File: config.mk
export PLATFORM = sky130hd
export DESIGN_NAME = oled_msg_streamer_flat
export DESIGN_NICKNAME = d
export VERILOG_FILES = /design/src/rtl/oled_msg_streamer_pkg.sv /design/src/rtl/oled_msg_streamer_if.sv /design/src/rtl/oled_msg_streamer.sv /design/src/flat_wrapper.sv
export SDC_FILE = /design/constraint.sdc
export NUM_CORES = 1
export LEC_CHECK = 0
export BUFFER_PORTS_ARGS = -buffer_cell sky130_fd_sc_hd__buf_2
export CAP_MARGIN = 10
export CORE_MARGIN = 5
export CORE_UTILIZATION = 47
export CTS_BUF_LIST = sky130_fd_sc_hd__clkbuf_4 sky130_fd_sc_hd__clkbuf_8 sky130_fd_sc_hd__clkbuf_16
export DETAILED_ROUTE_END_ITERATION = 8
export GPL_TIMING_DRIVEN = 0
export PLACE_DENSITY = 0.73
export SLEW_MARGIN = 5
export SYNTH_ARGS = -nofsm -noshare
export SYNTH_HDL_FRONTEND = slang
export SYNTH_SLANG_ARGS = --single-unit
File: constraint.sdc
create_clock -name clk -period 1.41 [get_ports clk]
set_input_delay 0.2115 -clock clk [delete_from_list [all_inputs] [get_ports clk]]
set_output_delay 0.2115 -clock clk [all_outputs]
set_load 0.01 [all_outputs]
File: src/rtl/oled_msg_streamer_pkg.sv
// -----------------------------------------------------------------------------
// oled_msg_streamer_pkg
// Shared definitions for the OLED message streamer: FSM state encoding,
// default widths/sizes, a few ASCII constants and the byte-select helper used
// to pick byte N out of the packed message parameter.
// -----------------------------------------------------------------------------
package oled_msg_streamer_pkg;

   localparam int DEF_DATA_W     = 8;
   localparam int DEF_MSG_LEN    = 5;
   localparam int DEF_GAP_CYCLES = 16;

   localparam logic [7:0] ASCII_A = 8'h41;
   localparam logic [7:0] ASCII_H = 8'h68;
   localparam logic [7:0] ASCII_E = 8'h65;
   localparam logic [7:0] ASCII_L = 8'h6C;
   localparam logic [7:0] ASCII_O = 8'h6F;

   typedef enum logic [1:0] {
      ST_IDLE = 2'd0,
      ST_SEND = 2'd1,
      ST_GAP  = 2'd2,
      ST_DONE = 2'd3
   } state_t;

   // Byte 0 is the most significant byte of the packed message (first
   // character of a string literal), so byte idx starts at this bit offset.
   function automatic int msg_lsb(input int idx, input int msg_len, input int data_w);
      return (msg_len - 1 - idx) * data_w;
   endfunction

endpackage

File: src/rtl/oled_msg_streamer_if.sv
// -----------------------------------------------------------------------------
// oled_msg_streamer_if
// Byte-sink link between the streamer and oled_controller.
//   data_out     : byte to the sink, valid while write_enable is high
//   write_enable : one-cycle strobe per byte
//   buffer_full  : sink backpressure, no byte may be issued while high
// Modports: master = streamer side, slave = sink side.
// -----------------------------------------------------------------------------
interface oled_msg_streamer_if
   import oled_msg_streamer_pkg::*;
#(
   parameter int DATA_W = DEF_DATA_W
);
   logic [DATA_W-1:0] data_out;
   logic              write_enable;
   logic              buffer_full;

   modport master (output data_out, output write_enable, input buffer_full);
   modport slave  (input data_out, input write_enable, output buffer_full);
endinterface

File: src/rtl/oled_msg_streamer.sv
// -----------------------------------------------------------------------------
// oled_msg_streamer
// Streams a compile-time message of MSG_LEN bytes to a byte sink as one-cycle
// write strobes, honouring sink backpressure. Supports one-shot or looping
// operation with a programmable inter-message gap, abort, and busy/done status.
//
// Ports:
//   clk, rst_n : clock, asynchronous active-low reset
//   start      : level-sampled; begins a message when idle
//   loop_en    : repeat the message; sampled on the last-byte edge only
//   abort      : return to idle at the next edge, no done pulse
//   sink       : master side of the byte-sink link (data/strobe/backpressure)
//   busy       : high while a message is in progress, including the done cycle
//   done       : one-cycle pulse after the final byte of a non-looping message
//   byte_idx   : index of the next byte to send
// All outputs are registered.
// -----------------------------------------------------------------------------
module oled_msg_streamer
   import oled_msg_streamer_pkg::*;
#(
   parameter int                        MSG_LEN    = DEF_MSG_LEN,
   parameter int                        DATA_W     = DEF_DATA_W,
   parameter logic [MSG_LEN*DATA_W-1:0] MSG        = "hello",
   parameter int                        GAP_CYCLES = DEF_GAP_CYCLES,
   parameter int                        IDX_W      = $clog2(MSG_LEN) + 1,
   parameter int                        GAP_W      = $clog2(GAP_CYCLES + 1) + 1
) (
   input  logic                      clk,
   input  logic                      rst_n,
   input  logic                      start,
   input  logic                      loop_en,
   input  logic                      abort,
   oled_msg_streamer_if.master       sink,
   output logic                      busy,
   output logic                      done,
   output logic [IDX_W-1:0]          byte_idx
);

   localparam logic [IDX_W-1:0] LAST_IDX = IDX_W'(MSG_LEN - 1);

   state_t            state_q;
   logic [DATA_W-1:0] data_q;
   logic              we_q;
   logic              busy_q;
   logic              done_q;
   logic [IDX_W-1:0]  idx_q;
   logic [GAP_W-1:0]  gap_q;
   logic [DATA_W-1:0] msg_byte;

   always_comb begin
      msg_byte = MSG[msg_lsb(int'(idx_q), MSG_LEN, DATA_W) +: DATA_W];
   end

   // NOTE: every register here is assigned with <= so all branches read the
   // pre-edge values; mixing in blocking assignments would create ordering
   // races between the state and its registered outputs.
   always_ff @(posedge clk or negedge rst_n) begin
      if (!rst_n) begin
         state_q <= ST_IDLE;
         data_q  <= '0;
         we_q    <= 1'b0;
         busy_q  <= 1'b0;
         done_q  <= 1'b0;
         idx_q   <= '0;
         gap_q   <= '0;
      end else if (abort) begin
         // data_q is deliberately held: a byte already strobed stays visible.
         state_q <= ST_IDLE;
         we_q    <= 1'b0;
         busy_q  <= 1'b0;
         done_q  <= 1'b0;
         idx_q   <= '0;
         gap_q   <= '0;
      end else begin
         case (state_q)
            ST_IDLE: begin
               we_q   <= 1'b0;
               done_q <= 1'b0;
               idx_q  <= '0;
               // busy_q is still high during the done pulse cycle, which is
               // spent in IDLE; a start seen then is ignored like any other
               // start while busy.
               if (start && !busy_q) begin
                  state_q <= ST_SEND;
                  busy_q  <= 1'b1;
               end else begin
                  busy_q <= 1'b0;
               end
            end

            ST_SEND: begin
               if (!sink.buffer_full) begin
                  data_q <= msg_byte;
                  we_q   <= 1'b1;
                  if (idx_q == LAST_IDX) begin
                     idx_q <= '0;
                     if (loop_en) begin
                        // With no gap the next pass starts on the very next
                        // edge, giving back-to-back strobes across passes.
                        if (GAP_CYCLES > 0) begin
                           state_q <= ST_GAP;
                           gap_q   <= GAP_W'(GAP_CYCLES);
                        end
                     end else begin
                        state_q <= ST_DONE;
                     end
                  end else begin
                     idx_q <= idx_q + IDX_W'(1);
                  end
               end else begin
                  we_q <= 1'b0;
               end
            end

            ST_GAP: begin
               we_q <= 1'b0;
               // Leaving at a count of 1 makes the gap exactly GAP_CYCLES
               // strobe-free cycles, because the first byte of the next pass
               // is issued one edge after re-entering SEND.
               if (gap_q == GAP_W'(1)) begin
                  state_q <= ST_SEND;
                  gap_q   <= '0;
               end else begin
                  gap_q <= gap_q - GAP_W'(1);
               end
            end

            ST_DONE: begin
               we_q    <= 1'b0;
               done_q  <= 1'b1;
               state_q <= ST_IDLE;
            end

            default: begin
               state_q <= ST_IDLE;
               we_q    <= 1'b0;
               busy_q  <= 1'b0;
               done_q  <= 1'b0;
               idx_q   <= '0;
               gap_q   <= '0;
            end
         endcase
      end
   end

   assign sink.data_out     = data_q;
   assign sink.write_enable = we_q;
   assign busy              = busy_q;
   assign done              = done_q;
   assign byte_idx          = idx_q;

endmodule

File: src/flat_wrapper.sv
// flat-port wrapper written by rule: the top's interface ports become plain ports
module oled_msg_streamer_flat import oled_msg_streamer_pkg::*;
#(
   parameter int                        MSG_LEN    = DEF_MSG_LEN,
   parameter int                        DATA_W     = DEF_DATA_W,
   parameter logic [MSG_LEN*DATA_W-1:0] MSG        = "     ",
   parameter int                        GAP_CYCLES = DEF_GAP_CYCLES,
   parameter int                        IDX_W      = $clog2(MSG_LEN) + 1,
   parameter int                        GAP_W      = $clog2(GAP_CYCLES + 1) + 1
)
  (clk, rst_n, start, loop_en, abort, busy, done, byte_idx, sink_data_out, sink_write_enable, sink_buffer_full);
  oled_msg_streamer_if #(.DATA_W(DATA_W)) sink_i ();
  input  logic clk;
  input  logic rst_n;
  input  logic start;
  input  logic loop_en;
  input  logic abort;
  output logic busy;
  output logic done;
  output logic [IDX_W-1:0] byte_idx;
  output wire logic [$bits(sink_i.data_out)-1:0] sink_data_out;
  output wire logic [$bits(sink_i.write_enable)-1:0] sink_write_enable;
  input wire logic [$bits(sink_i.buffer_full)-1:0] sink_buffer_full;
  assign sink_data_out = sink_i.data_out;
  assign sink_write_enable = sink_i.write_enable;
  assign sink_i.buffer_full = sink_buffer_full;
  oled_msg_streamer #(.MSG_LEN(MSG_LEN), .DATA_W(DATA_W), .MSG(MSG), .GAP_CYCLES(GAP_CYCLES), .IDX_W(IDX_W), .GAP_W(GAP_W)) u_core (.clk(clk), .rst_n(rst_n), .start(start), .loop_en(loop_en), .abort(abort), .sink(sink_i), .busy(busy), .done(done), .byte_idx(byte_idx));
endmodule
; ---- Yosys cells after proc, flatten, opt, wreduce, memory -nomap -nowiden
; Cells that the tools add are included.
[op_classes]
n_addsub = 3
eq_ne = 10
shifts = 1
mux = 25
bitwise = 2
reduce_logical = 12
[op_table]
columns = op, n
row1 = $shiftx A40 B32 Y8 const A, 1
row2 = $mux W6, 5
row3 = $mux W4, 3
row4 = $pmux W6 S2, 1
row5 = $mux W2, 5
row6 = $ne A3 B2 Y1 const B, 3
row7 = $reduce_bool A3 Y1, 3
row8 = $pmux W2 S4, 1
row9 = $pmux W4 S2, 1
row10 = $reduce_and A4 Y1, 2
row11 = $mux W1, 7
row12 = $eq A6 B1 Y1 const B, 1
row13 = $ne A3 B3 Y1 const B, 2
row14 = $sub A6 B1 Y6 const B, 1
row15 = $sub A3 B4 Y5 const A, 1
row16 = $add A4 B1 Y4 const B, 1
row17 = $eq A2 B2 Y1 const B, 2
row18 = $eq A4 B3 Y1 const B, 1
row19 = $pmux W1 S2, 2
row20 = $reduce_and A3 Y1, 1
row21 = $reduce_or A3 Y1, 1
row22 = $eq A2 B1 Y1 const B, 1
row23 = $logic_not A2 Y1, 1
row24 = $not A1 Y1, 2
row25 = other kinds (4), 4
[word_totals]
register_bits = 23
in_bits = 6
out_inout_bits = 15
word_cells = 60

; ---- Longest topological paths before layout
[depth]
ltp_word = 5
depth_mapped = 6
ltp_nobuf = 6

; ---- Worst setup path before layout
; No wires, ideal clock.
[synth_timing]
path_type = reg-to-reg
startpoint = register u_core.idx_q[0] (netlist: u_core.byte_idx[0])
endpoint = register u_core.gap_q[2]
setup_time_ns = 0.064
t_arrival_ns = 1.530
t_required_ns = 1.346
slack_ns = -0.184
stages_incl_launch_ff = 7
n_path_buf = 0
period_less_slack_ns = 1.594
path_cell_list = dfrtp_1 > inv_1 > ha_1 > and4bb_4 > a311oi_4 > o21bai_1 > a21o_1
[synth_between]
elab_chain_len = 3
[synth_lines]
columns = item, line_no
row1 = from (decl), oled_msg_streamer.sv:46  ; logic [IDX_W-1:0] idx_q;
row2 = from (signal assigned), oled_msg_streamer.sv:108  ; idx_q <= idx_q + IDX_W'(1);
row3 = $eq A4 B3 Y1, oled_msg_streamer.sv:95  ; if (idx_q == LAST_IDX) begin
row4 = $ne A3 B2 Y1 (no source line), -
row5 = $reduce_and A4 Y1 (no source line), -
row6 = to (signal assigned), oled_msg_streamer.sv:102  ; gap_q <= GAP_W'(GAP_CYCLES);
row7 = to (signal assigned), oled_msg_streamer.sv:124  ; gap_q <= gap_q - GAP_W'(1);
row8 = to (decl), oled_msg_streamer.sv:47  ; logic [GAP_W-1:0] gap_q;
; No other way between the ends.
; A chain may end at the register's enable or synchronous reset.

; ---- Final worst setup path
[layout_timing]
startpoint = register u_core.gap_q[1]
endpoint = register u_core.state_q[0]
[layout_between]
elab_chain_len = 3
[layout_lines]
columns = item, line_no
row1 = $eq A6 B1 Y1, oled_msg_streamer.sv:120  ; if (gap_q == GAP_W'(1)) begin
row2 = $ne A3 B2 Y1 (no source line), -
row3 = $reduce_and A4 Y1 (no source line), -
row4 = to (signal assigned), oled_msg_streamer.sv:121  ; state_q <= ST_SEND;
row5 = to (signal assigned), oled_msg_streamer.sv:131  ; state_q <= ST_IDLE;
row6 = to (signal assigned), oled_msg_streamer.sv:135  ; state_q <= ST_IDLE;
row7 = to (decl), oled_msg_streamer.sv:41  ; state_t state_q;
; No other way between the ends.

==> metrics.md <==
| Metric | Value |
|---|---|
| Top sig layer | met4 |
| Placed cells | 150 |
| Routed wl met2 | 1346 µm |
| Drt first pass iters | 2 |
| Crit path DAT | around 1700 ps |
| CTS tree | built |
| Antenna violations before repair | 0 |
| Area of the multi-input gates | 630.6 µm² |
| Full die area | 3130 µm² |
| Mapped Area | 992.2 µm² |
| Die Y | 55.95 µm |
| Synth Warn # | 0 |
| Sequential Area | about 400 µm² |
| Final Slew Violations | 0 |
| Worst hold path depth | 2 |
| Gate Count Post-Synth | 104 |
| Leak | 0.0006912 µW |
| Cell count of the worst reg-to-reg path | 7 |
| Finish-stage setup viols | 5 |
| Placeable Area | 1982 µm² |
| Failing checks | setup timing |
| Worst VDD drop | 0.7338 mV |
| XOR/XNOR Fraction of Synth Area | 0% |
| RSZ-0062 raised after global routing | yes |
| Vias in the first global route | roughly 930 |
| Residual DRC count | 0 |
| Req. time, crit path | 1620 ps |
| Via count | 932 |
| Yosys reg bits | 16 |
| Mux cell area share after synthesis | 1.009% |
| Fin crit share | 102.7% |
| Syn Area/Cell | 9.540 µm² |
| Clock Path Buffers | 2 |
| Power per cell area | 773.9 nW/µm² |
| Hold slack | 145.0 ps |
| Detail Route Antenna Nets | 0 |
| Main combinational cell family by area after synthesis | compound AO/OA/AOI/OAI gates |
| Worst r2r src | u_core.gap_q[1] |
| Hold/Removal Path Class | in -> reg |
| Seq/Total Area, Yosys | 40.35% |
| CTS clk-pin slew, worst paths | 90 ps |
| Post-Synth Simple-Gate Area | 21.94% |
| Total grt overflow | 0 |
| GPL Wtd Cong | 0.8158 |
| Global-route total usage across every layer | between 15 and 20% |
| Final min period | ~1400 ps |
| Peak Freq | 690.4 MHz |
| Post-Route WL | between 2000 and 2500 µm |
| Reg2reg end | u_core.state_q[0] |
| CTS Root Cell | clkbuf_4 |
| Crit start category | register |
| Reg-to-reg slack, setup | -40 ps |
| Fill count | 149 |
| Hold Fails Final Rpt | 0 |
| MaxCap Viol Count | 0 |
| Synth Area in Adders | 5.044% |
| Area grow syn2layout | 44.64% |
| Clk Latency, worst-skew pair | about 290 ps |
| Row cnt | 16 |
| Die width | 55.95 µm |
| Vias/cell | 5.266 |
| Worst Path Class, Setup | reg -> reg |
| TritonCTS Buffers | 3 |
| Largest net degree at the start of global routing | 17 |
| M1 WL | 926 µm |
| H-tree levels | 1 |
| Setup crit end | u_core.state_q[0] |
| Clk_skew | 3.088 ps |
| Final HPWL DP | 1502 µm |
| Share of layout cells above drive strength 1 | 50.00% |
| DR iter-0 viols | 6 |
| Yosys cell types | 37 |
| Global-route wire length before repair | between 3000 and 4000 µm |
| Compound-gate portion of the synthesized area | 22.45% |
| Diodes inserted | 0 |
| Fin cells | between 150 and 200 |
| Drt wl/cell | 13.82 µm |
| Num ports | 21 |
| Routed wl met3 | 114 µm |
| Starting Density | 50.06% |
| IO Port Bufs | 13 |
| Critical Path Start | u_core.gap_q[1] |
| CP Capture Type | register |
| Final setup margin | -38.48 ps |
| CP max FO | 4 |
| Sink Count | 16 |
| Outcome | complete, but fails checks |
| Nets@finish | 161 |
==> cell families (layout without fill, tap and decap cells) <==
logic type	Yosys count	count (layout)
DFF	16	16
AOI/OAI and AO/OA	31	31
adders and majority gates	4	4
buffers and inverters	14	54
and+or+nand+nor	37	37
other	1	7
muxes	1	1
==> report_power, final <==
part	internal [µW]	switching, µW
clock	129	147
sequential	488	16.2
combinational	169	161
==> repair_timing <==
item,4_1_cts,5_1_grt
pin swaps,4,6
gates cloned,0,1
setup buffers,10,12
setup endpoints to repair,6,11
gates resized for setup,10,16
hold buffers,1,0
endpoints found under the hold margin,16,0
==> state kept, by name, indices dropped and copies added, names as in the netlist <==
register / count
u_core.sink.write_enable: 1
u_core.state_q: 2
u_core.sink.data_out: 1
u_core.done: 1
u_core.busy: 1
u_core.gap_q: 6
u_core.byte_idx: 4
==> per-stage QoR <==
stage	setup slack, ps	total power [µW]	cell area (µm²)	TNS, ps	utilization (%)
after detailed placement	-157.1	749.5	1140	-386.9	57.51
after global routing	-104.8	1191	1435	-590.4	72.41
after global placement	-118.9	746.4	1140	-196.4	57.51
final	-38.48	1111	1435	-129.3	72.41
after floorplan	-25.72	681.1	1041	-25.72	-
after CTS	-27.19	1061	1285	-51.71	64.84
==> synth_stat cells <==
| master | count | area share [%] |
|---|---|---|
| dfrtp_1 | 16 | 40 |
| nor2_1 | 11 | 4.2 |
| nand2_1 | 10 | 3.8 |
| buf_4 | 9 | 6.8 |
| o21ai_0 | 7 | 3.5 |
| a21oi_1 | 6 | 3.0 |
| ha_1 | 4 | 5.0 |
| inv_1 | 4 | 1.5 |
| o21ai_1 | 3 | 1.5 |
| o22ai_1 | 3 | 1.9 |
| a22o_1 | 2 | 1.8 |
| nand2b_1 | 2 | 1.3 |
| nor2b_1 | 2 | 1.3 |
| o31ai_1 | 2 | 1.5 |
| a211oi_1 | 1 | 0.76 |
| a21o_1 | 1 | 0.76 |
| a311oi_1 | 1 | 0.88 |
| a311oi_4 | 1 | 2.6 |
| and2b_1 | 1 | 0.76 |
| and2b_4 | 1 | 1.0 |
| and3_1 | 1 | 0.63 |
| and4b_1 | 1 | 1.0 |
| and4bb_4 | 1 | 1.6 |
| buf_2 | 1 | 0.50 |
| conb_1 | 1 | 0.38 |
| mux2i_1 | 1 | 1.0 |
| nand3_1 | 1 | 0.50 |
| nor3_1 | 1 | 0.50 |
| nor3b_1 | 1 | 0.76 |
| nor3b_2 | 1 | 1.3 |
| nor3b_4 | 1 | 1.9 |
| o21bai_1 | 1 | 0.76 |
| o311ai_0 | 1 | 0.88 |
| o41ai_1 | 1 | 0.88 |
| o41ai_2 | 1 | 1.6 |
| or2_1 | 1 | 0.63 |
| or3b_1 | 1 | 0.88 |
==> layout by cell type, fill, tap and decap left out, types with 4 or more instances in the layout <==
| master | n |
|---|---|
| clkbuf_4 | 4 |
| buf_2 | 15 |
| conb_1 | 7 |
| nand2_1 | 10 |
| o21ai_2 | 4 |
| nor2_1 | 10 |
| dfrtp_1 | 13 |
| buf_4 | 27 |
| a21oi_1 | 5 |
==> worst max-delay path, cell delays in order (launching register included) <==
cell and delay (ps):
dfrtp_1 410, inv_2 80, ha_4 140, nand2b_4 70, o41ai_4 230, buf_4 200, o311ai_4 100, o22ai_1 140
==> area by class of cell <==
class                   instances  area share, %
flip-flops and latches         16          28.16
clock buffers                   4          2.092
plain buffers                  10          5.580
multi-input cells              80          43.94
well taps                      27          2.354
inverters                       4          1.046
repair buffers                 36          16.83
==> per-layer routing <==
layer  track usage [%]  vias to the layer above
met3             5.336                        8
met2             27.70                       19
met1             16.22                      454
met4             9.492                        0
li1                  -                      451
met5                 0                        -
==> how the worst min path moves through the flow <==
stage | slack (ps) | from | end
final | 150 | sink_buffer_full | u_core.sink.write_enable
after floorplan | -80 | rst_n | u_core.busy
after global routing | 150 | sink_buffer_full | u_core.sink.write_enable
after global placement | 150 | rst_n | u_core.gap_q[5]
after CTS | 110 | sink_buffer_full | u_core.sink.write_enable
after detailed placement | 150 | rst_n | u_core.gap_q[3]
Note: power is estimated with default switching activity, not from simulation.
